`src/rtl/mcu_sci_fifo.sv`:
```
`default_nettype none
// ============================================================================
// Module   : mcu_sci_fifo
// Purpose  : Serial communication interface for the MCU internal bus with
//            generic bit rate and data width, RX FIFO, false-start rejection,
//            framing/overrun flags and a threshold-based RX interrupt.
// Ports    : mcu_clx2 core clock, mcu_rst_n synchronous active-low reset,
//            mcu_ad/mcu_wr/mcu_do bus address/strobe/write data,
//            rx serial in, tx serial out, te transmitter enable,
//            irq2 interrupt request, en_sci window hit, iod read data.
// Options  : define MCU_SCI_PARITY_EN to add the parity bit (CTRL[5:4]).
// Revision : 1.0 - initial release
// ============================================================================
module mcu_sci_fifo #(
    parameter logic [15:0] BASE_AD   = 16'h0010,
    parameter int          CLK_DIV   = 256,
    parameter int          DATA_BITS = 8,
    parameter int          RX_DEPTH  = 4,
    parameter int          RX_LEVEL  = 1
) (
    input  logic        mcu_clx2,
    input  logic        mcu_rst_n,
    input  logic [15:0] mcu_ad,
    input  logic        mcu_wr,
    input  logic [7:0]  mcu_do,
    input  logic        rx,
    output logic        tx,
    output logic        te,
    output logic        irq2,
    output logic        en_sci,
    output logic [7:0]  iod
);
    localparam int c_AW = $clog2(RX_DEPTH);
    localparam int c_CW = $clog2(CLK_DIV);
    localparam int c_BW = $clog2(DATA_BITS + 2);
    localparam logic [c_AW:0]   c_PTR_ONE = {{c_AW{1'b0}}, 1'b1};
    localparam logic [c_CW-1:0] c_CNT_ONE = {{(c_CW-1){1'b0}}, 1'b1};
    localparam logic [c_BW-1:0] c_BIT_ONE = {{(c_BW-1){1'b0}}, 1'b1};

    typedef enum logic [1:0] {TX_IDLE, TX_START, TX_DATA, TX_STOP} tx_state_t;
    typedef enum logic [1:0] {RX_IDLE, RX_START, RX_DATA, RX_STOP} rx_state_t;

    // ---------------- bus decode ----------------
    logic [15:0] w_off16;
    logic [1:0]  w_off;
    logic        w_wr, w_rd, w_rd_ev, w_ctrl_wr, w_tdr_wr, w_st_ev, w_rdr_ev;
    logic        r_rd_prev;
    logic [1:0]  r_rd_off;

    assign w_off16 = mcu_ad - BASE_AD;
    assign en_sci  = (w_off16 < 16'd4);
    assign w_off   = w_off16[1:0];
    assign w_wr    = en_sci & mcu_wr;
    assign w_rd    = en_sci & ~mcu_wr;
    // Only the first cycle of a held read at one address counts as an event.
    assign w_rd_ev   = w_rd & ~(r_rd_prev & (r_rd_off == w_off));
    assign w_ctrl_wr = w_wr & (w_off == 2'd0);
    assign w_tdr_wr  = w_wr & (w_off == 2'd3);
    assign w_st_ev   = w_rd_ev & (w_off == 2'd1);
    assign w_rdr_ev  = w_rd_ev & (w_off == 2'd2);

    // ---------------- registers ----------------
    logic [5:0]           r_ctrl;
    logic [DATA_BITS-1:0] r_tdr;
    logic                 r_tdre, r_orfe, r_fe, r_pe, r_clr_rd, r_irq;
    logic                 w_pen, w_odd;

`ifdef MCU_SCI_PARITY_EN
    localparam logic [5:0] c_CTRL_MASK = 6'h3F;
    assign w_pen = r_ctrl[4];
    assign w_odd = r_ctrl[5];
`else
    localparam logic [5:0] c_CTRL_MASK = 6'h0F;
    assign w_pen = 1'b0;
    assign w_odd = 1'b0;
`endif

    // ---------------- FIFO ----------------
    logic [DATA_BITS-1:0] r_fifo [RX_DEPTH];
    logic [c_AW:0]        r_wr_ptr, r_rd_ptr, w_count;
    logic [31:0]          w_cnt_ext;
    logic                 w_empty, w_full, w_push, w_pop, w_push_ok, w_ovf, w_clr;
    logic [DATA_BITS-1:0] r_rx_sh;

    assign w_count   = r_wr_ptr - r_rd_ptr;
    assign w_cnt_ext = 32'(w_count);
    assign w_empty   = (r_wr_ptr == r_rd_ptr);
    assign w_full    = (w_cnt_ext == 32'(RX_DEPTH));
    assign w_pop     = w_rdr_ev & ~w_empty;
    // A full FIFO still accepts a byte when an entry leaves in the same cycle.
    assign w_push_ok = w_push & (~w_full | w_pop);
    assign w_ovf     = w_push & w_full & ~w_pop;
    assign w_clr     = w_rdr_ev & r_clr_rd;

    always_ff @(posedge mcu_clx2) begin
        if (w_push_ok) r_fifo[r_wr_ptr[c_AW-1:0]] <= r_rx_sh;
    end

    // ---------------- TX FSM ----------------
    tx_state_t             r_tx_state, w_tx_nx;
    logic [c_CW-1:0]       r_tx_cnt;
    logic [c_BW-1:0]       r_tx_bit, w_tx_last;
    logic [DATA_BITS:0]    r_tx_sh;
    logic                  r_tx, w_tx_end, w_tx_go, w_tx_load, w_tx_shift;

    assign w_tx_end  = (r_tx_cnt == c_CW'(CLK_DIV - 1));
    assign w_tx_go   = r_ctrl[0] & ~r_tdre;
    assign w_tx_last = c_BW'(DATA_BITS - 1) + {{(c_BW-1){1'b0}}, w_pen};

    always_comb begin
        w_tx_nx    = r_tx_state;
        w_tx_load  = 1'b0;
        w_tx_shift = 1'b0;
        unique case (r_tx_state)
            TX_IDLE:  if (w_tx_go) begin w_tx_nx = TX_START; w_tx_load = 1'b1; end
            TX_START: if (w_tx_end) begin w_tx_nx = TX_DATA; w_tx_shift = 1'b1; end
            TX_DATA:  if (w_tx_end) begin
                          if (r_tx_bit == w_tx_last) w_tx_nx = TX_STOP;
                          else                       w_tx_shift = 1'b1;
                      end
            TX_STOP:  if (w_tx_end) begin
                          // Chain straight into the next start bit if data waits.
                          if (w_tx_go) begin w_tx_nx = TX_START; w_tx_load = 1'b1; end
                          else               w_tx_nx = TX_IDLE;
                      end
            default:  w_tx_nx = TX_IDLE;
        endcase
    end

    // ---------------- RX FSM ----------------
    rx_state_t        r_rx_state, w_rx_nx;
    logic [c_CW-1:0]  r_rx_cnt;
    logic [c_BW-1:0]  r_rx_bit, w_rx_last;
    logic             r_rx_s1, r_rx_s2, r_rx_s3, r_rx_par;
    logic             w_rx_end, w_rx_sample, w_fe_set, w_pe_set;

    assign w_rx_end  = (r_rx_cnt == c_CW'(CLK_DIV - 1));
    assign w_rx_last = c_BW'(DATA_BITS - 1) + {{(c_BW-1){1'b0}}, w_pen};
    assign w_fe_set  = w_push & ~r_rx_s2;
    assign w_pe_set  = w_push & w_pen & (^r_rx_sh ^ r_rx_par ^ w_odd);

    always_comb begin
        w_rx_nx     = r_rx_state;
        w_rx_sample = 1'b0;
        w_push      = 1'b0;
        unique case (r_rx_state)
            RX_IDLE:  if (r_rx_s3 & ~r_rx_s2) w_rx_nx = RX_START;
            RX_START: if (r_rx_cnt == c_CW'(CLK_DIV / 2 - 1))
                          w_rx_nx = r_rx_s2 ? RX_IDLE : RX_DATA;
            RX_DATA:  if (w_rx_end) begin
                          w_rx_sample = 1'b1;
                          if (r_rx_bit == w_rx_last) w_rx_nx = RX_STOP;
                      end
            RX_STOP:  if (w_rx_end) begin w_push = 1'b1; w_rx_nx = RX_IDLE; end
            default:  w_rx_nx = RX_IDLE;
        endcase
        if (!r_ctrl[2]) begin
            w_rx_nx     = RX_IDLE;
            w_rx_sample = 1'b0;
            w_push      = 1'b0;
        end
    end

    // ---------------- sequential state ----------------
    always_ff @(posedge mcu_clx2) begin
        if (!mcu_rst_n) begin
            r_ctrl     <= 6'h00;
            r_tdr      <= '0;
            r_tdre     <= 1'b1;
            r_orfe     <= 1'b0;
            r_fe       <= 1'b0;
            r_pe       <= 1'b0;
            r_clr_rd   <= 1'b0;
            r_irq      <= 1'b0;
            r_rd_prev  <= 1'b0;
            r_rd_off   <= 2'd0;
            r_wr_ptr   <= '0;
            r_rd_ptr   <= '0;
            r_tx_state <= TX_IDLE;
            r_tx_cnt   <= '0;
            r_tx_bit   <= '0;
            r_tx_sh    <= '1;
            r_tx       <= 1'b1;
            r_rx_state <= RX_IDLE;
            r_rx_cnt   <= '0;
            r_rx_bit   <= '0;
            r_rx_sh    <= '0;
            r_rx_par   <= 1'b0;
            r_rx_s1    <= 1'b1;
            r_rx_s2    <= 1'b1;
            r_rx_s3    <= 1'b1;
        end else begin
            r_rd_prev <= w_rd;
            r_rd_off  <= w_off;
            if (w_ctrl_wr) r_ctrl <= mcu_do[5:0] & c_CTRL_MASK;
            if (w_tdr_wr) begin
                r_tdr  <= mcu_do[DATA_BITS-1:0];
                r_tdre <= 1'b0;
            end else if (w_tx_load) begin
                r_tdre <= 1'b1;
            end

            // flags: a new event in the clearing cycle wins
            if (w_st_ev)   r_clr_rd <= 1'b1;
            else if (w_clr) r_clr_rd <= 1'b0;
            if (w_clr) begin
                r_orfe <= 1'b0;
                r_fe   <= 1'b0;
                r_pe   <= 1'b0;
            end
            if (w_ovf)    r_orfe <= 1'b1;
            if (w_fe_set) r_fe   <= 1'b1;
            if (w_pe_set) r_pe   <= 1'b1;

            if (w_push_ok) r_wr_ptr <= r_wr_ptr + c_PTR_ONE;
            if (w_pop)     r_rd_ptr <= r_rd_ptr + c_PTR_ONE;

            r_irq <= (r_ctrl[3] & ((w_cnt_ext >= 32'(RX_LEVEL)) | r_orfe | r_fe | r_pe))
                   | (r_ctrl[1] & r_tdre);

            // transmitter
            r_tx_state <= w_tx_nx;
            r_tx_cnt   <= (r_tx_state == TX_IDLE || w_tx_end) ? '0 : r_tx_cnt + c_CNT_ONE;
            if (w_tx_load) begin
                r_tx     <= 1'b0;
                r_tx_sh  <= {^r_tdr ^ w_odd, r_tdr};
                r_tx_bit <= '0;
            end else if (w_tx_shift) begin
                r_tx     <= r_tx_sh[0];
                r_tx_sh  <= {1'b1, r_tx_sh[DATA_BITS:1]};
                if (r_tx_state == TX_DATA) r_tx_bit <= r_tx_bit + c_BIT_ONE;
            end else if (w_tx_nx == TX_STOP || w_tx_nx == TX_IDLE) begin
                r_tx <= 1'b1;
            end

            // receiver
            r_rx_s1    <= rx;
            r_rx_s2    <= r_rx_s1;
            r_rx_s3    <= r_rx_s2;
            r_rx_state <= w_rx_nx;
            r_rx_cnt   <= (w_rx_nx != r_rx_state || w_rx_end) ? '0 : r_rx_cnt + c_CNT_ONE;
            if (r_rx_state != RX_DATA) begin
                r_rx_bit <= '0;
            end else if (w_rx_sample) begin
                r_rx_bit <= r_rx_bit + c_BIT_ONE;
                if (r_rx_bit < c_BW'(DATA_BITS)) r_rx_sh <= {r_rx_s2, r_rx_sh[DATA_BITS-1:1]};
                else                             r_rx_par <= r_rx_s2;
            end
        end
    end

    // ---------------- read mux ----------------
    logic [7:0] w_status;
`ifdef MCU_SCI_PARITY_EN
    assign w_status = {~w_empty, r_orfe, r_tdre, r_fe, r_pe,
                       (w_cnt_ext > 32'd7) ? 3'h7 : w_cnt_ext[2:0]};
`else
    assign w_status = {~w_empty, r_orfe, r_tdre, r_fe,
                       (w_cnt_ext > 32'd15) ? 4'hF : w_cnt_ext[3:0]};
`endif

    always_comb begin
        iod = 8'h00;
        if (en_sci) begin
            unique case (w_off)
                2'd0:    iod = {2'b00, r_ctrl};
                2'd1:    iod = w_status;
                2'd2:    iod = w_empty ? 8'h00 : 8'(r_fifo[r_rd_ptr[c_AW-1:0]]);
                default: iod = 8'h00;
            endcase
        end
    end

    assign tx   = r_tx;
    assign te   = r_ctrl[0];
    assign irq2 = r_irq;

endmodule
`default_nettype wire

```
`config.mk`:
```
export PLATFORM = sky130hd
export DESIGN_NAME = mcu_sci_fifo
export DESIGN_NICKNAME = d
export VERILOG_FILES = /design/src/rtl/mcu_sci_fifo.sv
export SDC_FILE = /design/constraint.sdc
export NUM_CORES = 1
export LEC_CHECK = 0
export BUFFER_PORTS_ARGS = -buffer_cell sky130_fd_sc_hd__buf_4
export CAP_MARGIN = 20
export CORE_AREA = 2 2 106 108
export CTS_CLUSTER_DIAMETER = 80
export DETAILED_ROUTE_END_ITERATION = 8
export DIE_AREA = 0 0 108 110
export PLACE_DENSITY_LB_ADDON = 0.3
export SLEW_MARGIN = 30
export SYNTH_ARGS = -nofsm -noshare
export SYNTH_HDL_FRONTEND = slang
export SYNTH_SLANG_ARGS = --single-unit
```
`constraint.sdc`:
```
create_clock -name mcu_clx2 -period 2.8 [get_ports mcu_clx2]
set_clock_uncertainty 0.2 [all_clocks]
set_input_delay 0.42 -clock mcu_clx2 [delete_from_list [all_inputs] [get_ports mcu_clx2]]
set_output_delay 0.42 -clock mcu_clx2 [all_outputs]
set_load 0.005 [all_outputs]
```
==> metrics.cfg <==
[cells_and_area]
final_util=0.529
multi_input_area_sq_um=2310
fin_cells=651
seqCellArea_sq_um=2500
nets=550
postLayoutCellArea_sq_um=5660
antenna_cells=0
syn_to_final_growth_pct=14.8
drive_above_1_share=0.204
num-fill-cells=954

[power]
peakVddDrop_mv=0.331
power_uw=2640
p_per_area_nw_per_um2=468
total_leakage_power_uw=0.00210

[drt]
drtPass1Iterations=4
routedWlPerCell_microns=15.1
vias_per_cell=5.41
post-route-drc-count=0
drt_iter0_markers=180
wirelength_mm=9.84
postRouteAntennaNets=0
vias=3521

[logic_synthesis]
synth_edf_count=32
synth_top_area_frac=0.313
yosys_register_bits=109
ys_seq_area_frac=0.508
synthArstFlopShare=0
yosysWarnings=0
yosysTopAreaCell=dfxtp_1
netlist_area_sq_um=4930
avgSynthCellArea_sq_um=10.8
syn_inst=458
syn_nets=502
ys_types=60
synth-main-ff-cell=dfxtp_1
synthTopCellsByArea=dfxtp_1 (31%), edfxtp_1 (20%), nor2_1 (4.3%)

[clock_network]
clkTransAtPathRegs_ns=0.11
cts_made_buffers=9
htree_levels=3
cts_tree=yes
clockBufferDepth=2
cts.sinks=109
clockRootBuffer=clkbuf_8
clk-insertion-delay-late_ns=0.38

[timing]
finalMaxSlewViolations=0
finalHoldViolations=0
rsz0062_at_grt=true
tightest_slew_ns=0.687
setup_viol=0
holdWs_ns=0.0308
max_clock_freq_ghz=0.373
post-route-period-util=0.958
fin_crit_ns=2.68
max_slew_margin=0.540

[critical_path]
critical_path_class=flip-flop to output port
crit_required_ns=2.18
r2r.worst_path.cells=8
endpoint_kind=output port
path_max_fanout=4
rr_endpoint=r_fifo[0][7]
regToRegSetupSlack_ns=0.18
r2r_start=r_wr_ptr[0]
crit_path_start_kind=flip-flop
crit_arrival_ns=2.06

[flow_run]
max_cap_violations=0

[placement]
postPlaceCellArea_sq_um=5410
place.port_buffers=39
dp.cells=631
place.gp.congestion=0.796
dp_hpwl_mm=7.00

[die]
die_w_microns=108
dieArea_sq_um=11900
die_h_microns=110
top_level_ports=40
initial_core_util=0.461
rows=38
core_sq_um=10700

[worst_hold_path]
worstHoldPathType=input port to flip-flop
whs_path_depth=2
hold_start=mcu_wr
holdPathEnd=r_rd_prev

[outcome]
outcome=completed

[global_route]
grt_pass1_wl_mm=15.7
grt_max_degree=30
grt_usage=0.171
globalRouteOverflowTotal=0
grt_pass1_vias=3291
antenna_found_initial=0

==> sequential cells by signal (all words and copies together) (netlist names), 2 cells and up, named ones only <==
name and count:
r_ctrl 4, r_fifo 32, r_rd_off 2, r_rd_ptr 3
r_rx_bit 4, r_rx_cnt 8, r_rx_sh 8, r_rx_state 2
r_tdr 8, r_tx_bit 4, r_tx_cnt 8, r_tx_sh 9
r_tx_state 2, r_wr_ptr 3
==> worst max path at each step <==
stage | from | endpoint | slack [ns]
floorplan | r_wr_ptr[0] | r_fifo[3][0] | 0.23
global placement | r_wr_ptr[0] | r_fifo[0][0] | 0.25
detailed placement | r_wr_ptr[0] | r_fifo[0][1] | 0.23
CTS | flip-flop | iod[3] | 0.008
global route | r_wr_ptr[0] | iod[2] | -0.02
finish | r_wr_ptr[0] | iod[2] | 0.12
==> placed cells by master, fill, tap and decap left out, types with 14 or more instances in the layout <==
cell,instances
a21oi_1,18
mux2i_1,14
edfxtp_1,32
xnor2_1,19
o21ai_0,16
nor2_1,55
ha_1,14
dfxtp_1,75
buf_4,52
nand2_1,22
inv_1,18
nand3_1,17
==> synth_stat cells, types with 9 or more instances <==
master     n
nor2_1    57
ha_1      15
dfxtp_1   77
inv_1     18
edfxtp_1  32
a21o_1     9
mux2i_1   14
nand3_1   17
nor3_1    12
a21oi_1   18
xor2_1    13
o21ai_0   16
clkbuf_1  11
xnor2_1   19
nand2_1   22
==> layer usage <==
layer  wire [microns]  GRT usage  vias up
met1             4560      0.220     1683
li1                 -          -     1748
met2             4710      0.288       75
met4              142     0.0522        0
met3              431     0.0412       15
met5                0          0        -
==> per-stage QoR <==
step           setup TNS, ns  setup slack (ns)
2_1_floorplan              0             0.231
3_3_place_gp               0             0.251
3_5_place_dp               0             0.225
4_1_cts                    0           0.00840
5_1_grt              -0.0181           -0.0181
6_report                   0             0.119
==> critical path: stages (launching register included) <==
cell and delay [ns]:
dfxtp_2 0.35, inv_1 0.16, ha_4 0.15, inv_1 0.04, fa_1 0.37, xnor3_2 0.27
a2bb2oi_2 0.16, nor2_1 0.05, buf_4 0.13
==> cell type report <==
cell class                 instances  area share
clock buffer                       9      0.0219
clock inverter                     7      0.0115
inverter                          21      0.0139
multi-input combinational        312       0.408
sequential                       109       0.443
tap                              140      0.0310
timing repair buffer              53      0.0708
==> logic make-up (layout without fill, tap and decap cells) <==
family          Yosys count  in the layout  synth area share
fa+ha+maj                16             16            0.0422
xor+xnor                 33             33            0.0615
mux                      22             22            0.0650
flops                   109            109             0.508
compound gates           83             83             0.123
buf+inv                  37             90            0.0289
simple gates            158            158             0.172
==> report_power, final <==
part | switching, uW | internal (uW) | total (uW)
clock | 581 | 347 | 929
sequential | 4.62 | 1620 | 1620
combinational | 47.5 | 44.7 | 92.2
total | 633 | 2010 | 2640
==> what timing repair did <==
item,in CTS,in global routing
hold buffers,1,0
gates resized for setup,0,7
endpoints found under the setup margin,2,7
setup buffers,0,3
hold endpoints to repair,1,0
pin swaps,1,2
Power figures use the tool's default switching activity.
